$ cat config.mk
export PLATFORM = sky130hd
export DESIGN_NAME = scanline_fetch_arbiter
export DESIGN_NICKNAME = d
export VERILOG_FILES = /design/src/rtl/scanline_fetch_arbiter_pkg.sv /design/src/rtl/scanline_fetch_arbiter_fetch_delay_pipe.sv /design/src/rtl/scanline_fetch_arbiter.sv
export SDC_FILE = /design/constraint.sdc
export NUM_CORES = 1
export LEC_CHECK = 0
export CAP_MARGIN = 20
export CORE_MARGIN = 2
export CORE_UTILIZATION = 35
export DETAILED_ROUTE_END_ITERATION = 6
export DONT_BUFFER_PORTS = 1
export PLACE_DENSITY = 0.55
export SLEW_MARGIN = 20
export SYNTH_ARGS = -nofsm -noshare
export SYNTH_HDL_FRONTEND = slang
export SYNTH_SLANG_ARGS = --single-unit
$ cat constraint.sdc
create_clock -name clock -period 5.1 [get_ports clock]
set_clock_uncertainty 0.1 [all_clocks]
set_input_delay 0.255 -clock clock [delete_from_list [all_inputs] [get_ports clock]]
set_output_delay 0.255 -clock clock [all_outputs]
set_load 0.01 [all_outputs]
$ cat src/rtl/scanline_fetch_arbiter_pkg.sv
// Shared video-path definitions for the scanline fetch arbiter.
//   - arb_state_t : arbiter state encoding (IDLE, FETCH, DRAIN, CPU_ISSUE, CPU_WAIT)
//   - VID_ADDR_W / VID_DATA_W : default main-memory address and data widths
//   - TILEMAP_BASE / TILEMAP_WORDS : tilemap region inside the scanline memory
//   - tilemap_addr() : scanline address for a fetch index (wraps at 256)
package scanline_fetch_arbiter_pkg;

  localparam int VID_ADDR_W    = 14;
  localparam int VID_DATA_W    = 12;
  localparam int SCMEM_ADDR_W  = 8;
  localparam int FETCH_IDX_W   = 8;
  localparam int TILEMAP_WORDS = 64;
  localparam logic [SCMEM_ADDR_W-1:0] TILEMAP_BASE = 8'h80;

  typedef enum logic [2:0] {
    ST_IDLE      = 3'd0,
    ST_FETCH     = 3'd1,
    ST_DRAIN     = 3'd2,
    ST_CPU_ISSUE = 3'd3,
    ST_CPU_WAIT  = 3'd4
  } arb_state_t;

  // Scanline-memory address for word idx of a line fetch; 8-bit add wraps mod 256.
  function automatic logic [SCMEM_ADDR_W-1:0] tilemap_addr(
    input logic [SCMEM_ADDR_W-1:0] base,
    input logic [FETCH_IDX_W-1:0]  idx
  );
    return base + idx;
  endfunction

endpackage

$ cat src/rtl/scanline_fetch_arbiter_fetch_delay_pipe.sv
// fetch_delay_pipe: STAGES-deep shift register carrying {valid, index} so the
// scanline write side lines up with main-memory read data.
//   clock, rst : clock, asynchronous active-low reset (clears valid bits only)
//   in_vld     : a fetch read address is being issued this cycle
//   in_idx     : word index of that read
//   out_vld    : read data for out_idx is on mem_rdata this cycle
//   out_idx    : word index delayed by STAGES cycles
module fetch_delay_pipe #(
  parameter int IDX_W  = 8,
  parameter int STAGES = 1
) (
  input  logic             clock,
  input  logic             rst,
  input  logic             in_vld,
  input  logic [IDX_W-1:0] in_idx,
  output logic             out_vld,
  output logic [IDX_W-1:0] out_idx
);

  logic [STAGES-1:0] vld_p;
  logic [IDX_W-1:0]  idx_p [STAGES];

  // Stage 0..STAGES-1: valid bits (control, reset)
  always_ff @(posedge clock or negedge rst) begin
    if (!rst) begin
      vld_p <= '0;
    end else begin
      vld_p[0] <= in_vld;
      for (int s = 1; s < STAGES; s++) begin
        vld_p[s] <= vld_p[s-1];
      end
    end
  end

  // Stage 0..STAGES-1: index payload (data, only meaningful with its valid)
  always_ff @(posedge clock) begin
    idx_p[0] <= in_idx;
    for (int s = 1; s < STAGES; s++) begin
      idx_p[s] <= idx_p[s-1];
    end
  end

  assign out_vld = vld_p[STAGES-1];
  assign out_idx = idx_p[STAGES-1];

endmodule

$ cat src/rtl/scanline_fetch_arbiter.sv
// scanline_fetch_arbiter: per-line fetch sequencer and main-memory port arbiter.
// A line_start strobe copies FETCH_LEN words from main memory (starting at
// row_base) into scanline memory at SCMEM_BASE and up. Between fetches, single
// CPU reads/writes are served on the same port. Fetch has strict priority.
//   clock, rst             : clock, asynchronous active-low reset
//   line_start, row_base   : fetch request strobe and main-memory start address
//   fetch_busy, fetch_done : fetch window active / pulse on final scanline write
//   overrun                : pulse one cycle after an ignored line_start
//   mem_addr/wdata/we      : main-memory port, mem_rdata returns MEM_LATENCY later
//   scmem_addr/wdata/we    : scanline-memory write port
//   cpu_req/we/addr/wdata  : CPU access request (held until cpu_ack)
//   cpu_ack, cpu_rdata     : completion pulse and read data
module scanline_fetch_arbiter
  import scanline_fetch_arbiter_pkg::*;
#(
  parameter int ADDR_W      = VID_ADDR_W,
  parameter int DATA_W      = VID_DATA_W,
  parameter int FETCH_LEN   = TILEMAP_WORDS,
  parameter logic [7:0] SCMEM_BASE = TILEMAP_BASE,
  parameter int MEM_LATENCY = 1
) (
  input  logic              clock,
  input  logic              rst,
  input  logic              line_start,
  input  logic [ADDR_W-1:0] row_base,
  output logic              fetch_busy,
  output logic              fetch_done,
  output logic              overrun,
  output logic [ADDR_W-1:0] mem_addr,
  output logic [DATA_W-1:0] mem_wdata,
  output logic              mem_we,
  input  logic [DATA_W-1:0] mem_rdata,
  output logic [7:0]        scmem_addr,
  output logic [DATA_W-1:0] scmem_wdata,
  output logic              scmem_we,
  input  logic              cpu_req,
  input  logic              cpu_we,
  input  logic [ADDR_W-1:0] cpu_addr,
  input  logic [DATA_W-1:0] cpu_wdata,
  output logic              cpu_ack,
  output logic [DATA_W-1:0] cpu_rdata
);

  localparam int LAT_W = (MEM_LATENCY > 1) ? $clog2(MEM_LATENCY) : 1;
  localparam logic [FETCH_IDX_W-1:0] LAST_IDX  = FETCH_IDX_W'(FETCH_LEN - 1);
  localparam logic [LAT_W-1:0]       LAST_WAIT = LAT_W'(MEM_LATENCY - 1);

  arb_state_t state, state_nxt;

  logic [FETCH_IDX_W-1:0] issue_cnt;
  logic [LAT_W-1:0]       wait_cnt;
  logic                   pending;
  logic                   overrun_q;
  logic [ADDR_W-1:0]      base_q;

  logic                   fetch_req;
  logic                   issue_last;
  logic                   wait_last;
  logic                   in_cpu;
  logic                   in_fetch_win;
  logic                   take_base;

  logic                   vld_pl;
  logic [FETCH_IDX_W-1:0] idx_pl;

  assign fetch_req    = line_start | pending;
  assign issue_last   = (issue_cnt == LAST_IDX);
  assign wait_last    = (wait_cnt == LAST_WAIT);
  assign in_cpu       = (state == ST_CPU_ISSUE) || (state == ST_CPU_WAIT);
  assign in_fetch_win = (state == ST_FETCH) || (state == ST_DRAIN);
  // A base is captured on the first accepted request only; a second strobe
  // while one is already pending must not disturb the latched address.
  assign take_base    = line_start && !pending && ((state == ST_IDLE) || in_cpu);

  // Next-state logic. A fetch that arrived during a CPU access starts right
  // after cpu_ack, skipping IDLE, so the CPU completion and the fetch are
  // back-to-back.
  always_comb begin
    state_nxt = state;
    unique case (state)
      ST_IDLE: begin
        if (fetch_req)    state_nxt = ST_FETCH;
        else if (cpu_req) state_nxt = ST_CPU_ISSUE;
      end
      ST_FETCH:     if (issue_last) state_nxt = ST_DRAIN;
      ST_DRAIN:     if (wait_last)  state_nxt = ST_IDLE;
      ST_CPU_ISSUE: state_nxt = ST_CPU_WAIT;
      ST_CPU_WAIT: begin
        if (wait_last) state_nxt = fetch_req ? ST_FETCH : ST_IDLE;
      end
      default:      state_nxt = ST_IDLE;
    endcase
  end

  // Control registers: state, counters, pending request, overrun pulse
  always_ff @(posedge clock or negedge rst) begin
    if (!rst) begin
      state     <= ST_IDLE;
      issue_cnt <= '0;
      wait_cnt  <= '0;
      pending   <= 1'b0;
      overrun_q <= 1'b0;
    end else begin
      state     <= state_nxt;
      issue_cnt <= (state == ST_FETCH) ? issue_cnt + 1'b1 : '0;
      wait_cnt  <= ((state == ST_CPU_WAIT) || (state == ST_DRAIN)) ? wait_cnt + 1'b1 : '0;
      pending   <= (state_nxt == ST_FETCH) ? 1'b0 : (pending | (line_start & in_cpu));
      overrun_q <= line_start & (in_fetch_win | (in_cpu & pending));
    end
  end

  // Fetch base address (data path, no reset; only read while fetching)
  always_ff @(posedge clock) begin
    if (take_base) base_q <= row_base;
  end

  // Read-issue to scanline-write alignment
  fetch_delay_pipe #(
    .IDX_W  (FETCH_IDX_W),
    .STAGES (MEM_LATENCY)
  ) u_delay (
    .clock   (clock),
    .rst     (rst),
    .in_vld  (state == ST_FETCH),
    .in_idx  (issue_cnt),
    .out_vld (vld_pl),
    .out_idx (idx_pl)
  );

  // Main-memory port mux; parked at zero when neither client owns it
  always_comb begin
    mem_addr  = '0;
    mem_wdata = '0;
    mem_we    = 1'b0;
    if (state == ST_FETCH) begin
      mem_addr = base_q + ADDR_W'(issue_cnt);
    end else if (state == ST_CPU_ISSUE) begin
      mem_addr  = cpu_addr;
      mem_wdata = cpu_wdata;
      mem_we    = cpu_we;
    end
  end

  // Scanline write side and CPU completion
  assign scmem_we    = vld_pl;
  assign scmem_addr  = vld_pl ? tilemap_addr(SCMEM_BASE, idx_pl) : '0;
  assign scmem_wdata = vld_pl ? mem_rdata : '0;
  assign fetch_done  = vld_pl && (idx_pl == LAST_IDX);
  assign fetch_busy  = in_fetch_win;
  assign overrun     = overrun_q;
  assign cpu_ack     = (state == ST_CPU_WAIT) && wait_last;
  assign cpu_rdata   = cpu_ack ? mem_rdata : '0;

endmodule
# After elaboration in Yosys (flattened, before gate mapping)
# Memory sizes are Yosys's and may differ from the RTL's.
# Index checks and enable logic that the tools add are counted.
# totals
regBits	29
ram_bits	8
in_bits	57
output_inout_bits	64
wordCells	55
mem_count	1
# mem_list
name	words	width	read_ports	rd_clocked_by_memory_dff	wr	line_no	source
u_delay.idx_p	1	8	1	0	1	scanline_fetch_arbiter_fetch_delay_pipe.sv:21	logic [IDX_W-1:0] idx_p [STAGES];
# classes
n_addsub	4
n_eq_ne	7
n_mux	19
bitwise	7
reduce_logical	10
# ops
op	n
two-way mux 12 bit	4
two-way mux 14 bit	2
== test 8 x 6 -> 1 bit, second input constant	2
two-way mux 8 bit	2
two-way mux 3 bit	5
one-hot mux 3 bit (5 select lines)	1
adder 14 x 8 -> 14 bit	1
adder 8 x 1 -> 8 bit, second input constant	1
adder 8 bit, first input constant	1
== test 3 x 1 -> 1 bit, second input constant	2
== test 3 x 2 -> 1 bit, second input constant	2
two-way mux 1 bit	5
logical AND 1 bit	4
logical OR 1 bit	4
AND 1 bit	3
== test 3 bit, second input constant	1
zero test 3 bit	1
bitwise OR 1 bit	3
adder 1 bit, second input constant	1
zero test 1 bit	1
inverter 1 bit	1

# Logic depth before layout (Yosys ltp)
# Gate-level depths: netlist of the first run.
# logic_depth
ltp_word	6
mapped_depth	7

# Modules after synthesis
# From an unflattened synthesis of the first run, not the netlist that was laid out.
# hier_totals
cells_unflattened	231
hier_area_um2	2194.6
# by_module_without_submodules
mod	instances	cells_each	area_per_inst_um2
scanline_fetch_arbiter	1	222	2009.4
fetch_delay_pipe	1	9	185.2

# Least setup slack after synthesis of the first run
# Ideal clock, no wire load.
# synth_path
path_kind	reg-to-reg
from	reg state[1]
to	reg base_q[0], enable pin
t_arrival_ps	2194
required_time_ps	4594
path_slack_ps	2400
path_stages_with_launch	6
n_path_buf	2
period_less_slack_ps	2700
cell_sequence	dfrtp_1 clkbuf_1 and3_1 clkbuf_1 nor2_1 nor3b_1
# synth_via
elab_chain_len	4
elab_cells_between_ends	6
# synth_lines
item	line_no	source
start, declared	scanline_fetch_arbiter.sv:48	arb_state_t state, state_nxt;
start signal, assigned	scanline_fetch_arbiter.sv:104	state <= state_nxt;
== test 3 x 2 -> 1 bit / == test 3 bit (equally long branches)	scanline_fetch_arbiter.sv:69	assign in_cpu = (state == ST_CPU_ISSUE) || (state == ST_CPU_WAIT);
logical OR 1 bit	scanline_fetch_arbiter.sv:69	
logical OR 1 bit *	scanline_fetch_arbiter.sv:73	assign take_base = line_start && !pending && ((state == ST_IDLE) || in_cpu);
logical AND 1 bit *	scanline_fetch_arbiter.sv:73	
via take_base	scanline_fetch_arbiter.sv:61	logic take_base;
end signal, assigned	scanline_fetch_arbiter.sv:114	if (take_base) base_q <= row_base;
end, declared	scanline_fetch_arbiter.sv:54	logic [ADDR_W-1:0] base_q;
# Mark *: on every way through the listed nets, which the timed path passes. The rest lies on a longest branch.
# A chain may end at the register's enable or synchronous reset.

# Worst setup path in the final report of the first run
# layout_path
from	reg issue_cnt[4]
to	out mem_addr[13]
# layout_via
elab_chain_len	2
# layout_lines
item	line_no	source
start, declared	scanline_fetch_arbiter.sv:50	logic [FETCH_IDX_W-1:0] issue_cnt;
start signal, assigned	scanline_fetch_arbiter.sv:105	issue_cnt <= (state == ST_FETCH) ? issue_cnt + 1'b1 : '0;
adder 14 x 8 -> 14 bit	scanline_fetch_arbiter.sv:136	mem_addr = base_q + ADDR_W'(issue_cnt);
two-way mux 14 bit	scanline_fetch_arbiter.sv:135	if (state == ST_FETCH) begin
end, declared	scanline_fetch_arbiter.sv:29	output logic [ADDR_W-1:0] mem_addr,
# Every way passes these cells.

==> summary.txt, run 1 <==
Worst setup path
  – Critical Path End Type: primary output
  – Worst path required time: 4.74 ns
  – Flop2flop setup slack: 2.32 ns
  – Critical path fanouts, max: 7
  – Setup CP Type: reg -> out
  – Reg2Reg Capture Point: base_q[8]
  – Reg2reg start: state[2]
  – Critical Path AT: 2.68 ns
  – Cells on worst reg2reg path: 4
  – Type of origin of the critical path: flop

Finish
  – Layout Nets: 314
  – Most frequent cells in the layout: 45 x and2_1, 17 x nand2_1, 16 x dlygate4sd3_1, 15 x dfrtp_1, 14 x edfxtp_1
  – Commonest non-fill, non-tap cell in the layout: and2_1
  – # diodes: 0
  – P&R area growth vs syn: 14.47%
  – Layout cells sized above 1: 0.06855

Place
  – IO Port Bufs: 0
  – GP Congestion: 0.7746
  – Detailed Place HPWL: 3.801 mm

Drt
  – DRT Pass-1 Iters: 6
  – Wire length per cell: 15.78 µm
  – 1st-iter DRT viols: 73
  – Via count: 1724
  – Total wire length: 5.096 mm
  – Remaining DRCs: 0
  – Antenna viol nets, final: 0
  – Vias per inst: 5.337

Timing
  – Worst Tran Pin Value: 1.070 ns
  – Finish-stage setup viols: 0
  – Crit share post-route: 0.5956
  – Max Transition Viols Final: 0
  – Hold Vio Cnt, Final: 0
  – Max Freq: 329.2 MHz
  – RSZ-0062 raised after global routing: no
  – Max_slew headroom: 0.2833
  – Min Tclk post-route: 3.037 ns
  – Setup TNS: 0 ns

Global routing
  – Total GRT Usage: 0.1418
  – Largest net degree at the start of global routing: 31
  – First-pass GRT wire length: 8.093 mm
  – Grt ovf: 0
  – Vias in the first global route: 1680
  – Initial antenna violation count: 0

Synth
  – Syn_nets: 300
  – Ys async rst share: 0.4054
  – Synthesized flop and latch total: 37
  – Yosys warnings: 0
  – Unique masters post-synth: 45
  – Post-synth top area cell: edfxtp_1
  – Top area cells in the synthesized netlist: edfxtp_1 19%, dfrtp_1 17%, and2_1 13%
  – Post-synth EDFFs: 14
  – Mean post-synth cell area: 9.424 µm²
  – Seq/Total Area, Yosys: 0.4353
  – Ys flop type: dfrtp_1
  – Gate Count Post-Synth: 233
  – Cell area after synthesis: 2196 µm²
  – Area share of the largest cell type after synthesis: 0.1915

Clock network
  – Clock root buffer: clkbuf_8
  – CTS tree: built
  – Clock buffer depth: 2
  – CTS clk-pin slew, worst paths: 0.07 ns
  – Clock latency on the worst-skew pair: 0.29 ns
  – H-tree levels: 2
  – TritonCTS buffer count: 5
  – Post-cts repair resize count: 0
  – Post-CTS setup repair buffer count: 0
  – Clock Sinks: 37

Hold path
  – Worst hold path cell count: 2
  – Hold Path Sink: pending
  – Worst min-delay path category: in -> reg
  – Hold Crit Start: line_start

Pwr
  – Worst vdd rail ir drop: 0.1652 mV
  – Standby leakage power: 0.001011 µW
  – Pwr/cell area: 209.2 nW/µm²
  – Total power: 525.9 µW

Floorplanning
  – Starting Density: 0.3665
  – Height of the die: 83.21 µm
  – Core Footprint: 5991 µm²
  – Number of I/O pins: 121
  – FP Rows: 28
  – Die Area: 6923 µm²
  – Die extent in x: 83.21 µm

Status
  – Status: finished clean

Flow run
  – Max-Cap Viols: 0
[final cells by class]
cell class / count / area [µm²]
fillers: 577 / 3477
multi-input cells: 179 / 1187
repair buffers: 17 / 167.7
flip-flops and latches: 37 / 955.9
clock buffers: 6 / 72.57
well taps: 75 / 93.84
clock inverters: 2 / 10.01
inverters: 7 / 26.28
[synth_stat cells (2+ instances only)]
cell type / count
dfxtp_1: 8
clkbuf_1: 9
dfrtp_1: 15
inv_1: 7
nand4_1: 2
nand3_1: 12
xnor2_1: 7
and3_1: 5
nor4_1: 3
or4_2: 2
a21oi_1: 11
xor2_1: 6
and2_1: 45
a32oi_1: 4
o21ai_0: 6
and3_2: 2
a22o_1: 3
nand2_1: 17
or2_2: 2
o21ai_1: 2
nor2_1: 11
o31ai_1: 2
nor2b_1: 2
ha_1: 9
o21bai_1: 2
nor3_1: 5
edfxtp_1: 14
a21o_1: 3
[metal layers]
layer,track usage,share of wire,vias to the layer above
met1,0.1814,0.45,813
met2,0.2287,0.47,56
met3,0.04970,0.068,5
met4,0.03577,0.0090,0
met5,0,0,-
li1,-,-,850
[timing repair]
item | CTS | global route
hold buffers | 16 | 0
endpoints found under the setup margin | 0 | 0
hold endpoints to repair | 30 | 0
[worst max-delay path by stage]
stage	endpoint	from	slack (ns)
6_report	mem_addr[13]	issue_cnt[4]	2.06
5_1_grt	mem_addr[13]	issue_cnt[4]	1.91
4_1_cts	mem_addr[13]	issue_cnt[4]	2.05
3_5_place_dp	base_q[12]	state[2]	2.27
3_3_place_gp	base_q[12]	state[2]	2.34
2_1_floorplan	base_q[0]	state[1]	2.40
[power breakdown]
group          switching (µW)  leakage, µW  internal (µW)
Sequential              0.371     0.000374            308
Combinational            8.41     0.000592           11.6
Clock                     103    0.0000450           94.7
[cell families (layout without fill, tap and decap cells)]
| logic type | after synthesis | after routing | synth area share |
|---|---|---|---|
| fa+ha+maj | 10 | 10 | 0.06040 |
| flops | 37 | 37 | 0.4353 |
| xor+xnor | 13 | 13 | 0.05185 |
| buf+inv | 17 | 32 | 0.02906 |
| compound gates | 41 | 41 | 0.1293 |
| mux | 1 | 1 | 0.004559 |
| simple gates | 114 | 114 | 0.2895 |
[sequential cells by signal, summed over array words and instances, names as in the netlist]
signal and count:
base_q 14, issue_cnt 8, overrun 1, pending 1
state 3, u_delay.idx_p 8, u_delay.out_vld 1, wait_cnt 1
[worst max-delay path, cell delays in order, from the launching register on]
cell      delay [ns]
dfrtp_1         0.45
ha_1            0.43
a41oi_2         0.20
o21ai_1         0.11
a222oi_1        0.68
nor4_1          0.10
or3_1           0.43
[through the flow]
stage | setup WS, ns | cells | cell area (µm²) | utilization | hold slack, ns
floorplan | 2.400 | 233 | 2196 | - | -0.1406
global placement | 2.337 | 299 | 2271 | 0.3791 | -0.1401
detailed placement | 2.273 | 299 | 2271 | 0.3791 | -0.1400
CTS | 2.048 | 323 | 2514 | 0.4196 | 0.05783
global route | 1.908 | 323 | 2514 | 0.4196 | 0.07767
finish | 2.063 | 323 | 2514 | 0.4196 | 0.05775
Power figures use the tool's default switching activity.
==> run 2, diff against run 1 <==
Settings changed: PLACE_DENSITY 0.55 to 0.57.
Clock period 5.1 ns to 2.6 ns, I/O delays scaled along.
==> run 2 against run 1 <==
  * Die area unchanged
  * Flip-flop and latch count unchanged
  * Global-route usage up 1.2 points
  * Non-clock buffer count up 15
  * Clock power up 110%
  * Highest routed layer unchanged
  * Critical path depth up 1
  * Register-to-register slack worse by 1.6 ns
  * Cell area up 10%
  * Power up 100%
==> summary.txt, run 2 (synthesis results as in run 1) <==
Status
  – Status: finished clean

Worst setup path
  – Reg2reg start: state[2]
  – Critical Path Slowest Stage Cell: dfrtp_1
  – Cells on worst reg2reg path: 5
  – CP bufs+invs: 0
  – Type of origin of the critical path: flop
  – Critical path fanouts, max: 5
  – Critical Path AT: 2.27 ns
  – Critical path depth in cells: 7
  – CP peak stage delay: 0.39 ns
  – Critical Path End Type: primary output
  – Worst setup path end: mem_addr[12]
  – Setup CP Type: reg -> out
  – Reg2Reg Capture Point: base_q[1]
  – Cells along the critical path: ha_1 > fa_2 > a21o_1 > a21oi_4 > o31ai_4 > or2_2 > nand3_1
  – Flop2flop setup slack: 0.72 ns
  – Largest delay contributor family on the critical path: adder cells
  – Worst Setup SP: issue_cnt[0]
  – Worst path required time: 2.37 ns

Timing
  – RSZ-0062 raised after global routing: yes
  – Hold Vio Cnt, Final: 0
  – Worst Tran Pin Value: 0.7652 ns
  – Finish-stage setup viols: 0
  – Max Transition Viols Final: 0
  – Max_slew headroom: 0.4882
  – Max Freq: 399.8 MHz
  – Min Tclk post-route: 2.501 ns
  – Worst setup margin: 0.09895 ns
  – Crit share post-route: 0.9619

Finish
  – Largest registers: base_q (14), issue_cnt (8), u_delay.idx_p (8)
  – Post-Layout Cell Count: 338
  – # diodes: 0
  – Most frequent cells in the layout: 45 x and2_1, 17 x nand2_1, 16 x dlygate4sd3_1, 16 x buf_4, 14 x edfxtp_1
  – Largest register FFs: 14
  – Post-layout instance area: 2771 µm²
  – Fill cell total of the finished layout: 569
  – Layout Nets: 329
  – Most flops, register: base_q
  – Commonest non-fill, non-tap cell in the layout: and2_1
  – P&R area growth vs syn: 26.21%
  – Layout cells sized above 1: 0.1939

Place
  – Detailed Place HPWL: 4.036 mm
  – Placement Setup Slack: 0.1984 ns
  – Post-Place Cell Area: 2338 µm²
  – IO Port Bufs: 0
  – GP Congestion: 0.7725
  – Cells after DPL: 308

Hold path
  – Hold Crit Start: cpu_req
  – Worst hold path cell count: 2
  – Worst min-delay path category: in -> reg

Drt
  – Antenna viol nets, final: 0
  – Total wire length: 5.581 mm
  – DRT Pass-1 Iters: 4
  – Via count: 1818
  – Remaining DRCs: 0
  – Vias per inst: 5.379
  – Wire length per cell: 16.51 µm
  – 1st-iter DRT viols: 116

Flow run
  – Max-Cap Viols: 0

Clock network
  – Clock root buffer: clkbuf_8
  – TritonCTS buffer count: 5
  – Clock Sinks: 37
  – CTS tree: built
  – Clock buffer depth: 2
  – CTS clk-pin slew, worst paths: 0.08 ns
  – Clock latency on the worst-skew pair: 0.29 ns
  – H-tree levels: 2

Floorplanning
  – Die Area: 6923 µm²
  – Number of I/O pins: 121
  – Die extent in x: 83.21 µm
  – Core Footprint: 5991 µm²
  – Height of the die: 83.21 µm
  – Starting Density: 0.3665
  – FP Rows: 28

Global routing
  – Total GRT Usage: 0.1539
  – First-pass GRT wire length: 8.638 mm
  – Largest net degree at the start of global routing: 24
  – Initial antenna violation count: 0
  – Grt ovf: 0
  – Vias in the first global route: 1755

Pwr
  – Worst vdd rail ir drop: 0.2648 mV
  – Pwr/cell area: 381.4 nW/µm²
  – Standby leakage power: 0.001099 µW
==> run 2: cell types whose count changed in the layout (fill, tap and decap cells not counted), moves of 2 or more <==
cell | before | now
o31ai_1 | 2 | 0
buf_4 | 1 | 16
ha_1 | 9 | 3
dfrtp_1 | 15 | 11
a21oi_1 | 11 | 9
o21ai_0 | 6 | 4
dfrtp_2 | 0 | 4
ha_4 | 0 | 5
==> run 2: stage by stage <==
stage | power (µW) | hold WS [ns] | TNS, ns | util
floorplan | 632.5 | -0.2656 | 0 | -
global placement | 633.7 | -0.2645 | 0 | 0.3904
detailed placement | 633.7 | -0.2647 | 0 | 0.3904
CTS | 1070 | 0.01577 | 0 | 0.4403
global route | 1098 | 0.05947 | -0.02189 | 0.4626
finish | 1057 | 0.02934 | 0 | 0.4626
==> run 2: per-layer routing <==
| metal | vias up | global-route usage | wire length (µm) |
|---|---|---|---|
| met5 | - | 0 | 0 |
| met4 | 0 | 0.04471 | 67 |
| met3 | 5 | 0.04175 | 311 |
| met2 | 65 | 0.2493 | 2758 |
| met1 | 867 | 0.2010 | 2444 |
| li1 | 881 | - | - |
==> run 2: worst min-delay path by stage <==
stage,slack [ns],end
after floorplan,-0.27,issue_cnt[0]
after global placement,-0.26,issue_cnt[0]
after detailed placement,-0.26,issue_cnt[0]
after CTS,0.02,state[0]
after global routing,0.06,state[0]
final,0.03,state[0]
==> run 2: layout make-up <==
type	instances	area [µm²]	share of cell area
Tap cell	75	93.84	0.03386
Sequential cell	37	960.9	0.3467
Inverter	7	26.28	0.009481
Multi-Input combinational cell	179	1319	0.4758
Timing Repair Buffer	32	280.3	0.1011
Clock buffer	6	82.58	0.02980
Clock inverter	2	8.758	0.003160
==> run 2: power by group <==
group          switching (µW)  internal, µW  total [µW]  leakage, µW
registers               0.731           604         605     0.000370
logic                    17.5          22.8        40.3     0.000680
clock network             202           210         412    0.0000486
==> run 2: timing repair <==
action                     in CTS  in global routing
hold endpoints to repair       32                  0
hold buffers                   16                  0
setup endpoints to repair       7                  7
gates resized for setup        10                 19
pin swaps                       1                  9
setup buffers                   0                  6
